<file path="src/rtl/cmd_mem_pkg.sv">
// Shared types and constants for the command memory
// and the time-driven scheduler that drains it.
package cmd_mem_pkg;

  localparam int CMD_W     = 338;
  localparam int TIME_MSB  = 337;
  localparam int TIME_LSB  = 274;
  localparam int PAYLOAD_W = 274;

  localparam logic [63:0] EMPTY_TIME = 64'hFFFF_FFFF_FFFF_FFFF;

  typedef enum logic [2:0] {
    S_IDLE,
    S_RD,
    S_WAIT,
    S_CHK,
    S_DISP,
    S_CLR,
    S_NEXT
  } sched_state_t;

endpackage

</file>
<file path="src/rtl/cmd_time_scheduler_if.sv">
// Scheduler bus: memory read port, command hand-off
// and slot-erase handshake. master = scheduler side.
interface cmd_time_scheduler_if
  import cmd_mem_pkg::*;
#(
  parameter int AW = 8
);

  logic                 MEM_RDEN;
  logic [AW-1:0]        MEM_RD_ADDR;
  logic [CMD_W-1:0]     MEM_Q;

  logic                 CMD_VALID;
  logic                 CMD_READY;
  logic [63:0]          CMD_TIME;
  logic [PAYLOAD_W-1:0] CMD_DATA;

  logic                 CLR_REQ;
  logic [AW-1:0]        CLR_ADDR;
  logic                 CLR_ACK;

  modport master (
    output MEM_RDEN,
    output MEM_RD_ADDR,
    input  MEM_Q,
    output CMD_VALID,
    input  CMD_READY,
    output CMD_TIME,
    output CMD_DATA,
    output CLR_REQ,
    output CLR_ADDR,
    input  CLR_ACK
  );

  modport slave (
    input  MEM_RDEN,
    input  MEM_RD_ADDR,
    output MEM_Q,
    input  CMD_VALID,
    output CMD_READY,
    input  CMD_TIME,
    input  CMD_DATA,
    input  CLR_REQ,
    input  CLR_ADDR,
    output CLR_ACK
  );

endinterface

</file>
<file path="src/rtl/cmd_due_cmp.sv">
// Classifies one memory entry against system time.
// Lateness is only evaluated with CMD_LATE_DROP_EN.
module cmd_due_cmp
  import cmd_mem_pkg::*;
(
  input  logic [63:0] i_time_start,
  input  logic [63:0] i_sys_time,
  input  logic [63:0] i_late_win,
  output logic        o_empty,
  output logic        o_due,
  output logic        o_late
);

  logic [63:0] w_age;

  assign w_age   = i_sys_time - i_time_start;
  assign o_empty = (i_time_start == EMPTY_TIME);
  assign o_due   = !o_empty &&
                   (i_time_start <= i_sys_time);

`ifdef CMD_LATE_DROP_EN
  assign o_late = o_due && (w_age > i_late_win);
`else
  // Lateness check compiled out; constant low keeps
  // the port list identical in both builds.
  assign o_late = &{1'b0, w_age, i_late_win};
`endif

endmodule

</file>
<file path="src/rtl/cmd_time_scheduler.sv">
// Scans command memory, dispatches due entries and
// requests their erase. Optional: CMD_LATE_DROP_EN.
module cmd_time_scheduler
  import cmd_mem_pkg::*;
#(
  parameter int          N_IDX    = 256,
  parameter int          MEM_LAT  = 2,
  parameter logic [63:0] LATE_WIN = 64'd1000
) (
  input  logic        CLK,
  input  logic        rst_n,
  input  logic        EN,
  input  logic [63:0] SYS_TIME,
  cmd_time_scheduler_if.master bus,
  output logic [15:0] MISS_CNT,
  output logic        BUSY
);

  localparam int AW = $clog2(N_IDX);
  localparam logic [2:0] WAIT_LAST =
    (MEM_LAT > 1) ? 3'(MEM_LAT - 2) : 3'd0;
  localparam logic [AW-1:0] LAST_IDX =
    AW'(N_IDX - 1);

  sched_state_t     r_state;
  sched_state_t     w_next;
  logic [AW-1:0]    r_addr;
  logic [2:0]       r_wcnt;
  logic [CMD_W-1:0] r_hold;
  logic             w_empty;
  logic             w_due;
  logic             w_late;
  logic             w_drop;

  cmd_due_cmp u_cmp (
    .i_time_start (bus.MEM_Q[TIME_MSB:TIME_LSB]),
    .i_sys_time   (SYS_TIME),
    .i_late_win   (LATE_WIN),
    .o_empty      (w_empty),
    .o_due        (w_due),
    .o_late       (w_late)
  );

  assign w_drop = (r_state == S_CHK) &&
                  w_due && w_late;

  // State register
  always_ff @(posedge CLK or negedge rst_n) begin
    if (!rst_n) r_state <= S_IDLE;
    else        r_state <= w_next;
  end

  // Next-state decode
  always_comb begin
    w_next = r_state;
    unique case (r_state)
      S_IDLE: if (EN) w_next = S_RD;
      S_RD:
        w_next = (MEM_LAT == 1) ? S_CHK : S_WAIT;
      S_WAIT:
        if (r_wcnt == WAIT_LAST) w_next = S_CHK;
      S_CHK: begin
        if (w_empty)     w_next = S_NEXT;
        else if (w_drop) w_next = S_CLR;
        else if (w_due)  w_next = S_DISP;
        else             w_next = S_NEXT;
      end
      S_DISP:
        if (bus.CMD_READY) w_next = S_CLR;
      S_CLR:
        if (bus.CLR_ACK) w_next = S_NEXT;
      S_NEXT: w_next = EN ? S_RD : S_IDLE;
      default: w_next = S_IDLE;
    endcase
  end

  // Scan address, latency counter, holding register
  always_ff @(posedge CLK or negedge rst_n) begin
    if (!rst_n) begin
      r_addr <= '0;
      r_wcnt <= '0;
      r_hold <= '0;
    end else begin
      if (r_state == S_RD)   r_wcnt <= '0;
      if (r_state == S_WAIT) r_wcnt <= r_wcnt + 3'd1;
      if (r_state == S_CHK)  r_hold <= bus.MEM_Q;
      if (r_state == S_NEXT)
        r_addr <= (r_addr == LAST_IDX) ?
                  '0 : r_addr + 1'b1;
    end
  end

`ifdef CMD_LATE_DROP_EN
  logic [15:0] r_miss;

  // Saturating count of entries dropped as too late
  always_ff @(posedge CLK or negedge rst_n) begin
    if (!rst_n)
      r_miss <= '0;
    else if (w_drop && (r_miss != 16'hFFFF))
      r_miss <= r_miss + 16'd1;
  end

  assign MISS_CNT = r_miss;
`else
  assign MISS_CNT = '0;
`endif

  // State-decoded outputs, zero outside their states
  always_comb begin
    bus.MEM_RDEN    = 1'b0;
    bus.MEM_RD_ADDR = '0;
    bus.CMD_VALID   = 1'b0;
    bus.CMD_TIME    = '0;
    bus.CMD_DATA    = '0;
    bus.CLR_REQ     = 1'b0;
    bus.CLR_ADDR    = '0;
    BUSY            = (r_state != S_IDLE);
    if (r_state == S_RD) begin
      bus.MEM_RDEN    = 1'b1;
      bus.MEM_RD_ADDR = r_addr;
    end
    if (r_state == S_DISP) begin
      bus.CMD_VALID = 1'b1;
      bus.CMD_TIME  = r_hold[TIME_MSB:TIME_LSB];
      bus.CMD_DATA  = r_hold[PAYLOAD_W-1:0];
    end
    if (r_state == S_CLR) begin
      bus.CLR_REQ  = 1'b1;
      bus.CLR_ADDR = r_addr;
    end
  end

endmodule

</file>
<file path="src/flat_wrapper.sv">
// flat-port wrapper written by rule: the top's interface ports become plain ports
module cmd_time_scheduler_flat import cmd_mem_pkg::*;
#(
  parameter int          N_IDX    = 256,
  parameter int          MEM_LAT  = 2,
  parameter logic [63:0] LATE_WIN = 64'd1000
)
  (CLK, rst_n, EN, SYS_TIME, MISS_CNT, BUSY, bus_MEM_RDEN, bus_MEM_RD_ADDR, bus_MEM_Q, bus_CMD_VALID, bus_CMD_READY, bus_CMD_TIME, bus_CMD_DATA, bus_CLR_REQ, bus_CLR_ADDR, bus_CLR_ACK);
  cmd_time_scheduler_if #(.AW(8)) bus_i ();
  input  logic CLK;
  input  logic rst_n;
  input  logic EN;
  input  logic [63:0] SYS_TIME;
  output logic [15:0] MISS_CNT;
  output logic BUSY;
  output wire logic [$bits(bus_i.MEM_RDEN)-1:0] bus_MEM_RDEN;
  output wire logic [$bits(bus_i.MEM_RD_ADDR)-1:0] bus_MEM_RD_ADDR;
  input wire logic [$bits(bus_i.MEM_Q)-1:0] bus_MEM_Q;
  output wire logic [$bits(bus_i.CMD_VALID)-1:0] bus_CMD_VALID;
  input wire logic [$bits(bus_i.CMD_READY)-1:0] bus_CMD_READY;
  output wire logic [$bits(bus_i.CMD_TIME)-1:0] bus_CMD_TIME;
  output wire logic [$bits(bus_i.CMD_DATA)-1:0] bus_CMD_DATA;
  output wire logic [$bits(bus_i.CLR_REQ)-1:0] bus_CLR_REQ;
  output wire logic [$bits(bus_i.CLR_ADDR)-1:0] bus_CLR_ADDR;
  input wire logic [$bits(bus_i.CLR_ACK)-1:0] bus_CLR_ACK;
  assign bus_MEM_RDEN = bus_i.MEM_RDEN;
  assign bus_MEM_RD_ADDR = bus_i.MEM_RD_ADDR;
  assign bus_i.MEM_Q = bus_MEM_Q;
  assign bus_CMD_VALID = bus_i.CMD_VALID;
  assign bus_i.CMD_READY = bus_CMD_READY;
  assign bus_CMD_TIME = bus_i.CMD_TIME;
  assign bus_CMD_DATA = bus_i.CMD_DATA;
  assign bus_CLR_REQ = bus_i.CLR_REQ;
  assign bus_CLR_ADDR = bus_i.CLR_ADDR;
  assign bus_i.CLR_ACK = bus_CLR_ACK;
  cmd_time_scheduler #(.N_IDX(N_IDX), .MEM_LAT(MEM_LAT), .LATE_WIN(LATE_WIN)) u_core (.CLK(CLK), .rst_n(rst_n), .EN(EN), .SYS_TIME(SYS_TIME), .bus(bus_i), .MISS_CNT(MISS_CNT), .BUSY(BUSY));
endmodule
</file>
<file path="config.mk">
export PLATFORM = sky130hd
export DESIGN_NAME = cmd_time_scheduler_flat
export DESIGN_NICKNAME = d
export VERILOG_FILES = /design/src/rtl/cmd_mem_pkg.sv /design/src/rtl/cmd_time_scheduler_if.sv /design/src/rtl/cmd_due_cmp.sv /design/src/rtl/cmd_time_scheduler.sv /design/src/flat_wrapper.sv
export SDC_FILE = /design/constraint.sdc
export NUM_CORES = 1
export LEC_CHECK = 0
export ABC_AREA = 1
export CAP_MARGIN = 10
export CELL_PAD_IN_SITES_DETAIL_PLACEMENT = 0
export CELL_PAD_IN_SITES_GLOBAL_PLACEMENT = 1
export CORE_AREA = 4 4 303 305
export DETAILED_ROUTE_END_ITERATION = 10
export DIE_AREA = 0 0 307 309
export PLACE_DENSITY = 0.67
export SYNTH_ARGS = -nofsm -noshare
export SYNTH_HDL_FRONTEND = slang
export SYNTH_SLANG_ARGS = --single-unit
</file>
<file path="constraint.sdc">
create_clock -name CLK -period 1.5 [get_ports CLK]
set_input_delay 0.225 -clock CLK [delete_from_list [all_inputs] [get_ports CLK]]
set_output_delay 0.225 -clock CLK [all_outputs]
set_load 0.1 [all_outputs]
</file>
==> impl_metrics.csv <==
group,metric,value,unit
outcome,status,"finished with violations",
outcome,violations,"setup timing",
place,gp_congestion,0.845,
clock_tree,cts_buffers,44,
pwr,leakagePower,15.3,nW
pwr,ir_drop,701,uV
timing,fmax,424,MHz
floorplan,core_area,89300,sq um
critical_path,critPathMaxFanout,11,
critical_path,regToRegSetupSlack,-0.49,ns
cells_and_area,final_cell_count_no_fill,4372,
synth,ys_warn_count,0,
cells_and_area,nNetsFinal,3639,
critical_path,reg2reg_from,"u_core.r_state[1]",
timing,rsz0062_at_grt,"true",
pwr,clockPowerShare,17.0,%
timing,fin_setup_tns,-412.74,ns
route,drt_iter0_markers,711,
min_path,hold_class,"primary input to async pin",
place,dp_hpwl,57.1,mm
timing,finalHoldViolCount,0,
clock_tree,root_buffer,"clkbuf_16",
synth,synth_common_cells,"437 x inv_1, 429 x nand2_1, 380 x nor2_1",
cells_and_area,nFillCells,8849,
pwr,seqPwrFrac,23.7,%
global_route,grt_max_degree,55,
global_route,grt_pass1_wl,106,mm
global_route,grt_pass1_vias,17749,
synth,synth_top_cell_area_share,50.3,%
synth,netlist_area,17500,sq um
pwr,p_sw_share,47.5,%
job,maxCapViolations,0,
critical_path,rr_worst_depth,10,
clock_tree,clock-sinks,352,
synth,synth_cells,2240,
route,antenna_left,0,
cells_and_area,syn2layout_area_growth,102,%
floorplan,io-pin-count,781,
pwr,power_frac_comb,59.3,%
synth,synth_area_leaders,"dfrtp_1 50%, o21ai_0 9.9%, inv_1 9.4%",
synth,yosys.cell_types.count,32,
critical_path,crit_start,"u_core.r_state[2]",
global_route,grt.total_usage,14.3,%
synth,synth_area_leader_cell,"dfrtp_1",
pwr,internal_power,33.7,mW
floorplan,dieArea,94900,sq um
place,place_inst,4274,
route,vias,17241,
route,vias_per_cell,3.94,
clock_tree,path_clk_slew,0.06,ns
timing,drv_slew,0,
clock_tree,insertion_delay,0.55,ns
pwr,p_switching,30.5,mW
critical_path,required,1.27,ns
cells_and_area,final_layout_size_suffix_gt1_share,30.3,%
synth,ys.flop_type,"dfrtp_1",
timing,finalCritPeriodShare,157,%
clock_tree,cts_tree,"built",
timing,fin_ws,-0.857,ns
timing,finalSetupViolCount,706,
critical_path,start_kind,"flip-flop",
floorplan,core.rowCount,110,
synth,yosysMostFrequentCell,"inv_1",
floorplan,initial_core_util,19.6,%
place,preCtsSetupSlack,-0.985,ns
pwr,p_per_area,1810,nW/um^2
clock_tree,cts_max_path_buffers,3,
critical_path,critPathKind,"flip-flop to primary output",
pwr,p_total,64.3,mW
global_route,grt_overflow,0,
synth,syn_area_per_cell,7.82,sq um
clock_tree,htreeDepth,2,
timing,clock_skew,0.0148,ns
critical_path,r2r-end,"u_core.r_hold[284]",
critical_path,critical_path_arrival,2.13,ns
critical_path,end_kind,"primary output",
synth,ys_seq_elements,352,
route,drt-pass1-iter-count,6,
place,io_buffers,764,
route,wirelength,73.4,mm
synth,yosysSeqAreaShare,50.3,%
floorplan,die_w,307,microns
floorplan,die_y,309,microns
timing,period_needed,2.36,ns
global_route,grt_antenna_before_repair,6,
route,wl_per_cell,16.8,microns
route,drcViolationCount,0,
synth,async_flop_share,100,%
synth,synth_edf_count,0,
==> final cells by class <==
cell class,count,area [sq um],share of cell area (%)
clock inverters,7,151,0.427
inverters,439,1660,4.69
multi-input cells,1335,8280,23.4
diodes,3,7.51,0.0212
well taps,1176,1470,4.15
repair buffers,993,13700,38.8
clock buffers,67,1320,3.72
flip-flops and latches,352,8810,24.8
==> power groups by stage <==
stage / logic, mW / registers, mW / clock network, mW
after floorplan: 20.8 / 15.1 / 0
after global placement: 33.5 / 15.3 / 0
after detailed placement: 33.7 / 15.4 / 0
after CTS: 35.5 / 15.3 / 11.4
after global routing: 40.6 / 15.7 / 11.7
final: 38.1 / 15.3 / 10.9
==> per-layer routing <==
metal  wire (microns)  part of all wire (%)  global-route usage (%)
met1            27400                    37                    15.8
met2            37900                    52                    26.0
met3             6570                   8.9                    5.39
met4             1400                   1.9                    3.24
met5               41                 0.056                       0
==> how the worst max path moves through the flow <==
stage                                   end  slack (ns)  cells past startpoint
final                     bus_CMD_DATA[109]       -0.86                      8
after global routing      bus_CMD_DATA[110]       -0.99                      9
after CTS                   bus_CMD_DATA[3]       -0.92                      9
after detailed placement  u_core.r_state[1]       -0.98                     13
after global placement    u_core.r_state[1]       -0.96                     13
after floorplan             bus_CLR_ADDR[0]       -2.29                      6
==> logic make-up (layout without fill, tap and decap cells) <==
kind of cell / count (synthesis) / count (layout) / share of synthesized area (%)
adder cells (fa/ha/maj): 67 / 67 / 4.78
buffers and inverters: 568 / 1506 / 14.4
flip-flops: 352 / 352 / 50.3
XOR/XNOR: 4 / 4 / 0.200
other: 1 / 19 / 0.0214
AO/OA/AOI/OAI: 387 / 387 / 11.1
AND/OR/NAND/NOR: 861 / 861 / 19.1
==> flip-flops by register name (all words and copies together), names as in the netlist <==
signal          flops
u_core.r_hold     338
u_core.r_addr       8
u_core.r_state      3
u_core.r_wcnt       3
==> worst max-delay path, stage by stage (launching register included) <==
cell       delay (ns)
dfrtp_1          0.35
inv_1            0.07
nor3_2           0.15
buf_4            0.16
inv_8            0.07
buf_16           0.16
clkbuf_16        0.19
nor2_1           0.19
buf_12           0.21
==> placed cells by master, fill, tap and decap left out, types with 12 or more instances in the layout <==
master and count:
buf_12 387, clkdlybuf4s50_1 405, inv_1 435, ha_1 67, o21ai_0 347, clkbuf_1 12
nor3_1 15, nor2_1 73, buf_4 168, nand2_1 428, nor2_4 252, dfrtp_1 352
nor2_2 56, conb_1 16, nand4_1 16, a21oi_1 31, clkbuf_16 57
==> per-stage QoR <==
step / cell area (sq um) / hold WS, ns / util [%]
after global placement: 31500 / 0.145 / 35.3
after floorplan: 17700 / -0.0706 / -
after global routing: 35400 / 0.169 / 39.7
final: 35400 / 0.188 / 39.7
after detailed placement: 31500 / 0.144 / 35.3
after CTS: 33900 / 0.139 / 37.9
==> repair_timing <==
| action | CTS | global route |
|---|---|---|
| setup endpoints to repair | 701 | 707 |
| endpoints found under the hold margin | 207 | 0 |
| gates resized for setup | 258 | 291 |
| hold buffers | 1 | 0 |
| cloned | 0 | 11 |
| pin swaps | 3 | 3 |
| buffers inserted | 4 | 5 |
No activity file was read; power rests on OpenSTA's default activity.
